### config.mk
export PLATFORM = sky130hd
export DESIGN_NAME = spike_rate_encoder
export DESIGN_NICKNAME = d
export VERILOG_FILES = /design/src/rtl/spike_rate_encoder.sv
export SDC_FILE = /design/constraint.sdc
export NUM_CORES = 1
export LEC_CHECK = 0
export ABC_CLOCK_PERIOD_IN_PS = 3400
export CORE_AREA = 8 8 82 98
export DETAILED_ROUTE_END_ITERATION = 8
export DIE_AREA = 0 0 90 106
export GPL_TIMING_DRIVEN = 0
export PLACE_DENSITY = 0.49
export SLEW_MARGIN = 30
export SYNTH_ARGS = -nofsm -noshare
export SYNTH_HDL_FRONTEND = slang
export SYNTH_SLANG_ARGS = --single-unit
### constraint.sdc
create_clock -name clk -period 3.4 [get_ports clk]
set_input_delay 0.51 -clock clk [delete_from_list [all_inputs] [get_ports clk]]
set_output_delay 0.51 -clock clk [all_outputs]
set_load 0.05 [all_outputs]
### src/rtl/spike_rate_encoder.sv
// Stochastic rate encoder: turns one intensity sample into a STEPS-long
// binary spike train, firing each step with probability ~ value/2^W.
module spike_rate_encoder #(
    parameter int unsigned W     = 8,
    parameter int unsigned STEPS = 16,
    parameter logic [15:0] SEED  = 16'hACE1,
    parameter int unsigned CW    = $clog2(STEPS + 1)
) (
    input  logic          clk,
    input  logic          rst_n,
    input  logic          in_valid,
    output logic          in_ready,
    input  logic [W-1:0]  in_value,
    input  logic          step_en,
    output logic          spike_out,
    output logic          busy,
    output logic          done,
    output logic [CW-1:0] spike_count
);

    typedef enum logic [1:0] {
        IDLE = 2'd0,
        RUN  = 2'd1,
        DONE = 2'd2
    } state_t;

    localparam logic [W-1:0]  VAL_MAX   = {W{1'b1}};
    localparam logic [CW-1:0] LAST_STEP = CW'(STEPS - 1);
    localparam logic [15:0]   TAPS      = 16'hB400;

    state_t        state, state_nxt;
    logic [W-1:0]  val_r, val_nxt;
    logic [15:0]   lfsr, lfsr_nxt;
    logic [CW-1:0] step_cnt, step_nxt;
    logic [CW-1:0] count_nxt;
    logic          spike_nxt;
    logic          fire;

    // Full-scale always fires; otherwise compare against the current LFSR draw.
    assign fire = (val_r == VAL_MAX) || (val_r > lfsr[W-1:0]);

    // State and datapath registers; the LFSR is only reseeded by reset.
    always_ff @(posedge clk or negedge rst_n) begin
        if (!rst_n) begin
            state       <= IDLE;
            val_r       <= '0;
            lfsr        <= SEED;
            step_cnt    <= '0;
            spike_count <= '0;
            spike_out   <= 1'b0;
        end else begin
            state       <= state_nxt;
            val_r       <= val_nxt;
            lfsr        <= lfsr_nxt;
            step_cnt    <= step_nxt;
            spike_count <= count_nxt;
            spike_out   <= spike_nxt;
        end
    end

    // Next-state, datapath update and state-decoded handshake outputs.
    always_comb begin
        state_nxt = state;
        val_nxt   = val_r;
        lfsr_nxt  = lfsr;
        step_nxt  = step_cnt;
        count_nxt = spike_count;
        spike_nxt = 1'b0;
        in_ready  = 1'b0;
        busy      = 1'b0;
        done      = 1'b0;

        case (state)
            IDLE: begin
                in_ready = 1'b1;
                if (in_valid) begin
                    val_nxt   = in_value;
                    step_nxt  = '0;
                    count_nxt = '0;
                    state_nxt = RUN;
                end
            end
            RUN: begin
                busy = 1'b1;
                if (step_en) begin
                    spike_nxt = fire;
                    lfsr_nxt  = {1'b0, lfsr[15:1]} ^ (lfsr[0] ? TAPS : 16'h0000);
                    count_nxt = spike_count + CW'(fire);
                    step_nxt  = step_cnt + CW'(1);
                    if (step_cnt == LAST_STEP) begin
                        state_nxt = DONE;
                    end
                end
            end
            DONE: begin
                busy      = 1'b1;
                done      = 1'b1;
                state_nxt = IDLE;
            end
            default: begin
                state_nxt = IDLE;
            end
        endcase
    end

endmodule

==> Word level (Yosys, flattened, before mapping) <==
Index checks and enable logic that the tools add are counted.
{ "op_classes": {"addsub": 2, "magnitude_cmp": 1, "n_eq_ne": 7, "mux": 15, "bitwise_logic": 1, "n_reduce_logical": 8} }
{ "op_table": {"columns": ["operator", "count"], "rows": [
  ["5-bit case mux with 2 select lines", 2],
  ["16-bit two-way mux", 1],
  ["15-bit by 16-bit bitwise XOR with 16-bit output", 1],
  ["5-bit two-way mux", 3],
  ["8-bit equality test (second input constant)", 1],
  ["8-bit greater-than comparator", 1],
  ["2-bit two-way mux", 3],
  ["2-bit inequality test (second input constant)", 3],
  ["3-bit AND reduction", 2],
  ["5-bit by 1-bit adder with 5-bit output", 1],
  ["5-bit by 1-bit adder with 5-bit output (second input constant)", 1],
  ["5-bit by 4-bit equality test with 1-bit output (second input constant)", 1],
  ["1-bit two-way mux", 5],
  ["2-bit case mux with 2 select lines", 1],
  ["2-bit AND reduction", 2],
  ["2-bit by 1-bit equality test with 1-bit output (second input constant)", 1],
  ["2-bit equality test (second input constant)", 1],
  ["2-bit logical NOT", 1],
  ["2-bit nonzero test", 1],
  ["2-bit OR reduction", 1],
  ["1-bit logical OR", 1]
]} }
{ "word_totals": {"ff_bits": 37, "inputBits": 12, "output_inout_bits": 9, "elab_cells": 40} }

==> Longest topological paths before layout <==
Gate-level depths: netlist of run 1.
{ "depth": {"word_depth": 5, "depth_mapped": 12, "depth_no_buf": 12} }

==> Worst setup path before layout of run 1 <==
No wires, ideal clock.
{ "synth_path": {"path_kind": "reg-to-reg", "from": "reg lfsr[7]", "to": "reg spike_count[4]", "setup_ns": 0.129, "arrival_time_ns": 2.244, "required_time_ns": 3.271, "path_slack_ns": 1.027, "path_stages_with_launch": 12, "path_buffers": 0, "period_less_slack_ns": 2.373, "path_cell_list": "dfstp_2 > inv_1 > ha_1 > nand4_1 > a21o_1 > a21oi_1 > ha_1 > ha_1 > inv_1 > or4b_1 > xor2_1 > nor2_1"} }
{ "synth_between": {"elab_chain_cells": 5} }
{ "synth_lines": {"columns": ["item", "line", "rtl"], "rows": [
  ["start: declaration", "33", "logic [15:0] lfsr, lfsr_nxt;"],
  ["start signal: assignment", "54", "lfsr <= lfsr_nxt;"],
  ["8-bit greater-than comparator", "40", "assign fire = (val_r == VAL_MAX) || (val_r > lfsr[W-1:0]);"],
  ["1-bit logical OR", "40", null],
  ["5-bit by 1-bit adder with 5-bit output", "88", "count_nxt = spike_count + CW'(fire);"],
  ["5-bit two-way mux", "85", "if (step_en) begin"],
  ["5-bit case mux with 2 select lines", "73", "case (state)"],
  ["end signal: assignment", "56", "spike_count <= count_nxt;"],
  ["end: declaration", "18", "output logic [CW-1:0] spike_count"]
]} }
No other way between the ends. The select of a mux whose other input is x is not followed.
A chain may end at the register's enable or synchronous reset.

==> Final worst setup path of run 1 <==
{ "layout_path": {"from": "reg lfsr[6]", "to": "reg spike_count[4]"} }
The elaborated chain is that of the path after synthesis.

==> reports/metrics.cfg, run 1 <==
[synth]
synth_warnings=0
synth_area_um2=1870
yosysTopAreaCell=dfrtp_1
postSynth.asyncResetShare_pct=100
ys_ff_latch=37
syn-num-nets=206
synth_top_area_share_pct=38.8
synthFlopType=dfrtp_1
yosysUniqueCellTypes=29
synth_most_common_cell=dfrtp_1
ys_seq_area_share_pct=50.0
synthTopCellsByArea=dfrtp_1, dfstp_2, ha_1
synthTopCellsByCount=dfrtp_1, nand2_1, o21ai_0
synth_area_per_cell_um2=10.4
synth_edf_count=0
synthCells=179

[setup_path]
path_cells=inv_1 -> ha_1 -> nand4_1 -> a21o_1 -> a21oi_1 -> ha_1 -> ha_1 -> inv_1 -> or4b_1 -> xor2_1 -> nor2_1
startpoint_type=flop
worstSetupPathType=flop to flop
critPathMaxStageDelay_ns=0.53
crit_top_cell=ha_1
worstPathArrival_ns=2.75
cp_data_required_time_ns=3.56
endpoint_kind=flop
crit_fanout=2
slowest_stage=dfstp_2

[die]
fp.coreArea_um2=6610
io_pins=21
die_area_um2=9540
die_h_um=106
rows=33
die_x_um=90
start_util_pct=28.3

[finish]
nets=234
final_area_um2=2320
drive_gt1_share_pct=16.3
seqCellArea_um2=936
num-fill-cells=698
diodes=0
multi_input_area_um2=857
syn_to_final_growth_pct=23.9

[cts]
htreeDepth=2
root_buffer=clkbuf_8
cts_setup_buffers=0
holdBufCountCts=0
cts_sinks=37
tritoncts=yes
ctsLongestPathBuffers=2
cts_made_buffers=5
postCtsResizedCells=0
clkLatencyLatePin_ns=0.29
path_clk_slew_ns=0.08

[detailed_routing]
first_pass_iters=4
first_iter_violations=31
routed_wl_um=3720
vias=1317
wl_per_cell_um=12.6
drc_errors=0
ant_nets=0
avgViaCountPerCell=4.46

[grt]
gr-total-overflow=0
antenna_found_initial=0
grt_max_degree=22
grt_pass1_wl_um=6310
track_usage_pct=8.16
first_global_vias=1348

[power_and_ir_drop]
clockPowerShare_pct=24.4
p_switching_uw=597
pwr-share-comb_pct=37.9
pwr_density_cell_nw_per_um2=697
power_leakage_uw=0.000964
internal-power_uw=1020
max-vdd-ir-drop_v=0.000259
power_uw=1620
power_switching_share_pct=36.9
seq_power_share_pct=37.6

[flow_run]
maxCapViolCount=0

[timing]
slew_violations=0
max-slew-margin-rel_pct=63.8
period_minus_slack_ns=2.59
finalHoldViolCount=0
tightest_slew_ns=0.543
fin_skew_ns=0.0108
rsz0062_at_grt=false
fin_setup_tns_ns=0
finalSetupViolCount=0
holdWs_ns=0.199
fmax_ghz=0.386
min_period_over_period_pct=76.3

[place]
portBuffers=20
place_area_um2=2200
dpl.hpwl_um=2810
place.gp.congestion=0.718

[run_status]
outcome=finished, final reports clean

[min_path]
hold_class=input pin to asynchronous set/reset pin

-- kinds of logic after synthesis --
family	Yosys count	share of synthesized area [%]
AOI/OAI and AO/OA	33	10.0
xor gates and xnor gates	8	3.75
adders and majority gates	15	10.0
buffers and inverters	20	4.15
DFF	37	50.0
muxes	15	8.96
and+or+nand+nor	51	13.0
-- through the flow --
| stage | cells | setup slack (ns) | util [%] |
|---|---|---|---|
| 2_1_floorplan | 179 | 1.03 | - |
| 3_3_place_gp | 286 | 0.818 | 33.0 |
| 3_5_place_dp | 287 | 0.822 | 33.3 |
| 4_1_cts | 295 | 0.785 | 35.1 |
| 5_1_grt | 295 | 0.569 | 35.1 |
| 6_report | 295 | 0.806 | 35.1 |
-- path summary, 6_finish.rpt --
check | slack [ns] | end | start | cells after the start
max | 0.81 | spike_count[4] | lfsr[6] | 11
min | 0.20 | spike_count[1] | rst_n | 1
max reg2reg | 0.81 | spike_count[4] | lfsr[6] | 11
min reg2reg | 0.48 | lfsr[10] | lfsr[10] | 2
max in group asynchronous | 2.64 | lfsr[10] | rst_n | 2
min in group clk | 0.48 | lfsr[10] | lfsr[10] | 2
-- cell usage in the layout, fill, tap and decap left out, types with 2 or more instances in the layout --
cell type,count
xnor2_1,5
nand3_1,3
inv_1,14
a21oi_1,6
nor2_1,10
a31oi_1,4
dfrtp_1,29
xor2_1,3
nor2b_1,5
mux2_2,14
nand2_1,19
clkdlybuf4s50_1,19
clkbuf_8,6
nand2b_1,2
dfstp_2,8
a211oi_1,2
nand4_1,5
ha_1,15
nor3_1,4
buf_2,3
clkbuf_1,5
o21ai_0,16
-- critical path: cells and delay by family (launching register included) --
kind | cells | cell delay, ns
xor gates and xnor gates | 1 | 0.15
and+or+nand+nor | 3 | 0.70
buffers and inverters | 2 | 0.09
DFF | 1 | 0.53
adders and majority gates | 3 | 0.63
AOI/OAI and AO/OA | 2 | 0.36
-- per-layer routing --
layer,GRT usage [%],wire length (um),up-vias
li1,-,-,673
met1,9.39,1650,619
met2,13.6,1870,19
met3,3.03,155,6
met4,2.86,44,0
met5,0,0,-
-- power by group through the flow --
stage	clock, uW	sequential, uW	combinational [uW]
4_1_cts	414	611	626
6_report	395	608	613
2_1_floorplan	0	655	391
5_1_grt	427	621	688
3_3_place_gp	0	619	610
3_5_place_dp	0	619	623
-- registers in the layout, summed over array words and instances (netlist names) --
| signal | count |
|---|---|
| lfsr | 16 |
| val_r | 8 |
| spike_count | 5 |
| step_cnt | 5 |
| state | 2 |
| spike_out | 1 |
-- cell type report --
class                           instances  area share (%)
Sequential cell                        37            40.4
Multi-Input combinational cell        122            37.0
Timing Repair Buffer                   21            9.61
Tap cell                               87            4.70
Clock buffer                            7            3.72
Inverter                               14            2.27
Clock inverter                          1            1.30
Buffer                                  6            1.08
(Power assumes the default switching activity.)
==> run 2: changes to the inputs <==
--- a/config.mk
+++ b/config.mk
@@ -5,12 +5,12 @@
 export SDC_FILE = /design/constraint.sdc
 export NUM_CORES = 1
 export LEC_CHECK = 0
-export ABC_CLOCK_PERIOD_IN_PS = 3400
+export ABC_CLOCK_PERIOD_IN_PS = 2200
 export CORE_AREA = 8 8 82 98
 export DETAILED_ROUTE_END_ITERATION = 8
 export DIE_AREA = 0 0 90 106
 export GPL_TIMING_DRIVEN = 0
-export PLACE_DENSITY = 0.49
+export PLACE_DENSITY = 0.5
 export SLEW_MARGIN = 30
 export SYNTH_ARGS = -nofsm -noshare
 export SYNTH_HDL_FRONTEND = slang
==> constraint.sdc (replaced) <==
create_clock -name clk -period 2.2 [get_ports clk]
set_input_delay 0.33 -clock clk [delete_from_list [all_inputs] [get_ports clk]]
set_output_delay 0.33 -clock clk [all_outputs]
set_load 0.05 [all_outputs]
==> run 2 against run 1 <==
Largest power group unchanged. Combinational power increased by 65%. The flow now finishes with violations (setup timing). Clock skew decreased by 0.0013 ns. Fmax increased by 3.4%. Largest cell class is now multi-input gates. Worst hold slack improved by 0.29 ns. Total power increased by 50%.
==> reports/metrics.cfg, run 2 (same netlist as run 1, synthesis figures left out) <==
[run_status]
outcome=finished with violations
violations=setup timing

[cts]
tritoncts=yes
cts_sinks=37
root_buffer=clkbuf_8
clkLatencyLatePin_ns=0.29
htreeDepth=2
ctsLongestPathBuffers=2
cts_made_buffers=5
path_clk_slew_ns=0.07

[setup_path]
endpoint_kind=flop
cp_data_required_time_ns=2.36
cp-startpoint=lfsr[5]
regToRegSetupSlack_ns=-0.31
startpoint_type=flop
reg2regPathDepth=11
r2r-start=lfsr[5]
worstSetupPathType=flop to flop
crit_fanout=2
r2r-end=spike_count[4]
worstPathArrival_ns=2.67

[finish]
top_regs=lfsr: 16 flops, val_r: 8 flops
final_common_cell=dfrtp_1
drive_gt1_share_pct=24.2
regMostFlops=lfsr
layout_common_cells=dfrtp_1, nand2_1, clkdlybuf4s50_1
diodes=0
largest_reg_flops=16
nets=237
fin_util_pct=36.2
syn_to_final_growth_pct=28.0
final_area_um2=2390
num-fill-cells=677

[timing]
fmax_ghz=0.399
max-slew-margin-rel_pct=62.5
rsz0062_at_grt=true
fin_skew_ns=0.00948
min_period_over_period_pct=114
holdWs_ns=0.485
slew_violations=0
period_minus_slack_ns=2.51
fin_ws_ns=-0.309
tightest_slew_ns=0.547
finalSetupViolCount=2
finalHoldViolCount=0

[die]
rows=33
die_h_um=106
start_util_pct=28.3
die_area_um2=9540
die_x_um=90
io_pins=21
fp.coreArea_um2=6610

[place]
dpl.hpwl_um=2870
place_area_um2=2260
place.gp.congestion=0.701
portBuffers=20

[detailed_routing]
wl_per_cell_um=12.8
routed_wl_um=3810
first_pass_iters=4
route.met3.wl_um=137
vias=1354
highest_layer=met4
route.met2.wl_um=1870
first_iter_violations=39
wl_met1_um=1740
avgViaCountPerCell=4.54
ant_nets=0
drc_errors=0

[power_and_ir_drop]
pwr_density_cell_nw_per_um2=1010
power_leakage_uw=0.000985
power_uw=2430
max-vdd-ir-drop_v=0.000426

[min_path]
min_to=lfsr[10]
hold_class=flop to flop
hold_start=lfsr[10]
hold_depth=2

[grt]
antenna_found_initial=0
grt_pass1_wl_um=6500
gr-total-overflow=0
grt_max_degree=24
first_global_vias=1365
track_usage_pct=8.31

[flow_run]
maxCapViolCount=0

run 2: final cells by class:
type	instances	area (um^2)	area share [%]
Multi-Input combinational cell	122	940	39.3
Inverter	14	52.6	2.20
Timing Repair Buffer	24	249	10.4
Clock inverter	2	10.0	0.418
Sequential cell	37	936	39.1
Buffer	6	25.0	1.05
Tap cell	87	109	4.55
Clock buffer	6	72.6	3.03
run 2: timing repair:
item                       4_1_cts  5_1_grt
setup buffers                    0        2
hold buffers                     1        0
pin swaps                        6        3
hold endpoints to repair        14        0
gates resized for setup          4        4
setup endpoints to repair        4        5
run 2: how the worst max path moves through the flow:
stage	cells past startpoint	slack (ns)	to
global placement	11	-0.34	spike_count[4]
CTS	11	-0.33	spike_count[4]
floorplan	11	-0.15	spike_count[4]
finish	11	-0.31	spike_count[4]
detailed placement	11	-0.36	spike_count[4]
global route	11	-0.42	spike_count[4]
run 2: routing by layer:
| layer | track usage (%) | up-vias |
|---|---|---|
| met5 | 0 | - |
| met4 | 3.58 | 0 |
| met3 | 2.40 | 6 |
| met2 | 14.4 | 21 |
| met1 | 9.35 | 648 |
| li1 | - | 679 |
run 2: through the flow:
| step | setup WS (ns) | instances | setup TNS [ns] |
|---|---|---|---|
| after detailed placement | -0.357 | 287 | -0.591 |
| after global placement | -0.340 | 286 | -5.34 |
| final | -0.309 | 298 | -0.500 |
| after floorplan | -0.148 | 179 | -0.183 |
| after global routing | -0.424 | 298 | -0.891 |
| after CTS | -0.329 | 296 | -0.524 |
run 2: where the power goes:
part	internal, uW	total (uW)	switching [uW]
Clock	220	459	239
Sequential	819	957	138
Combinational	433	1010	579
Total	1470	2430	957
run 2: worst max-delay path: stages (launching register included):
cell     delay (ns)
dfstp_2        0.54
inv_2          0.05
ha_4           0.25
nand4_1        0.12
a21o_1         0.20
a21oi_2        0.16
ha_2           0.22
ha_4           0.12
inv_2          0.03
or4b_4         0.49
xor2_2         0.14
nor2_1         0.05
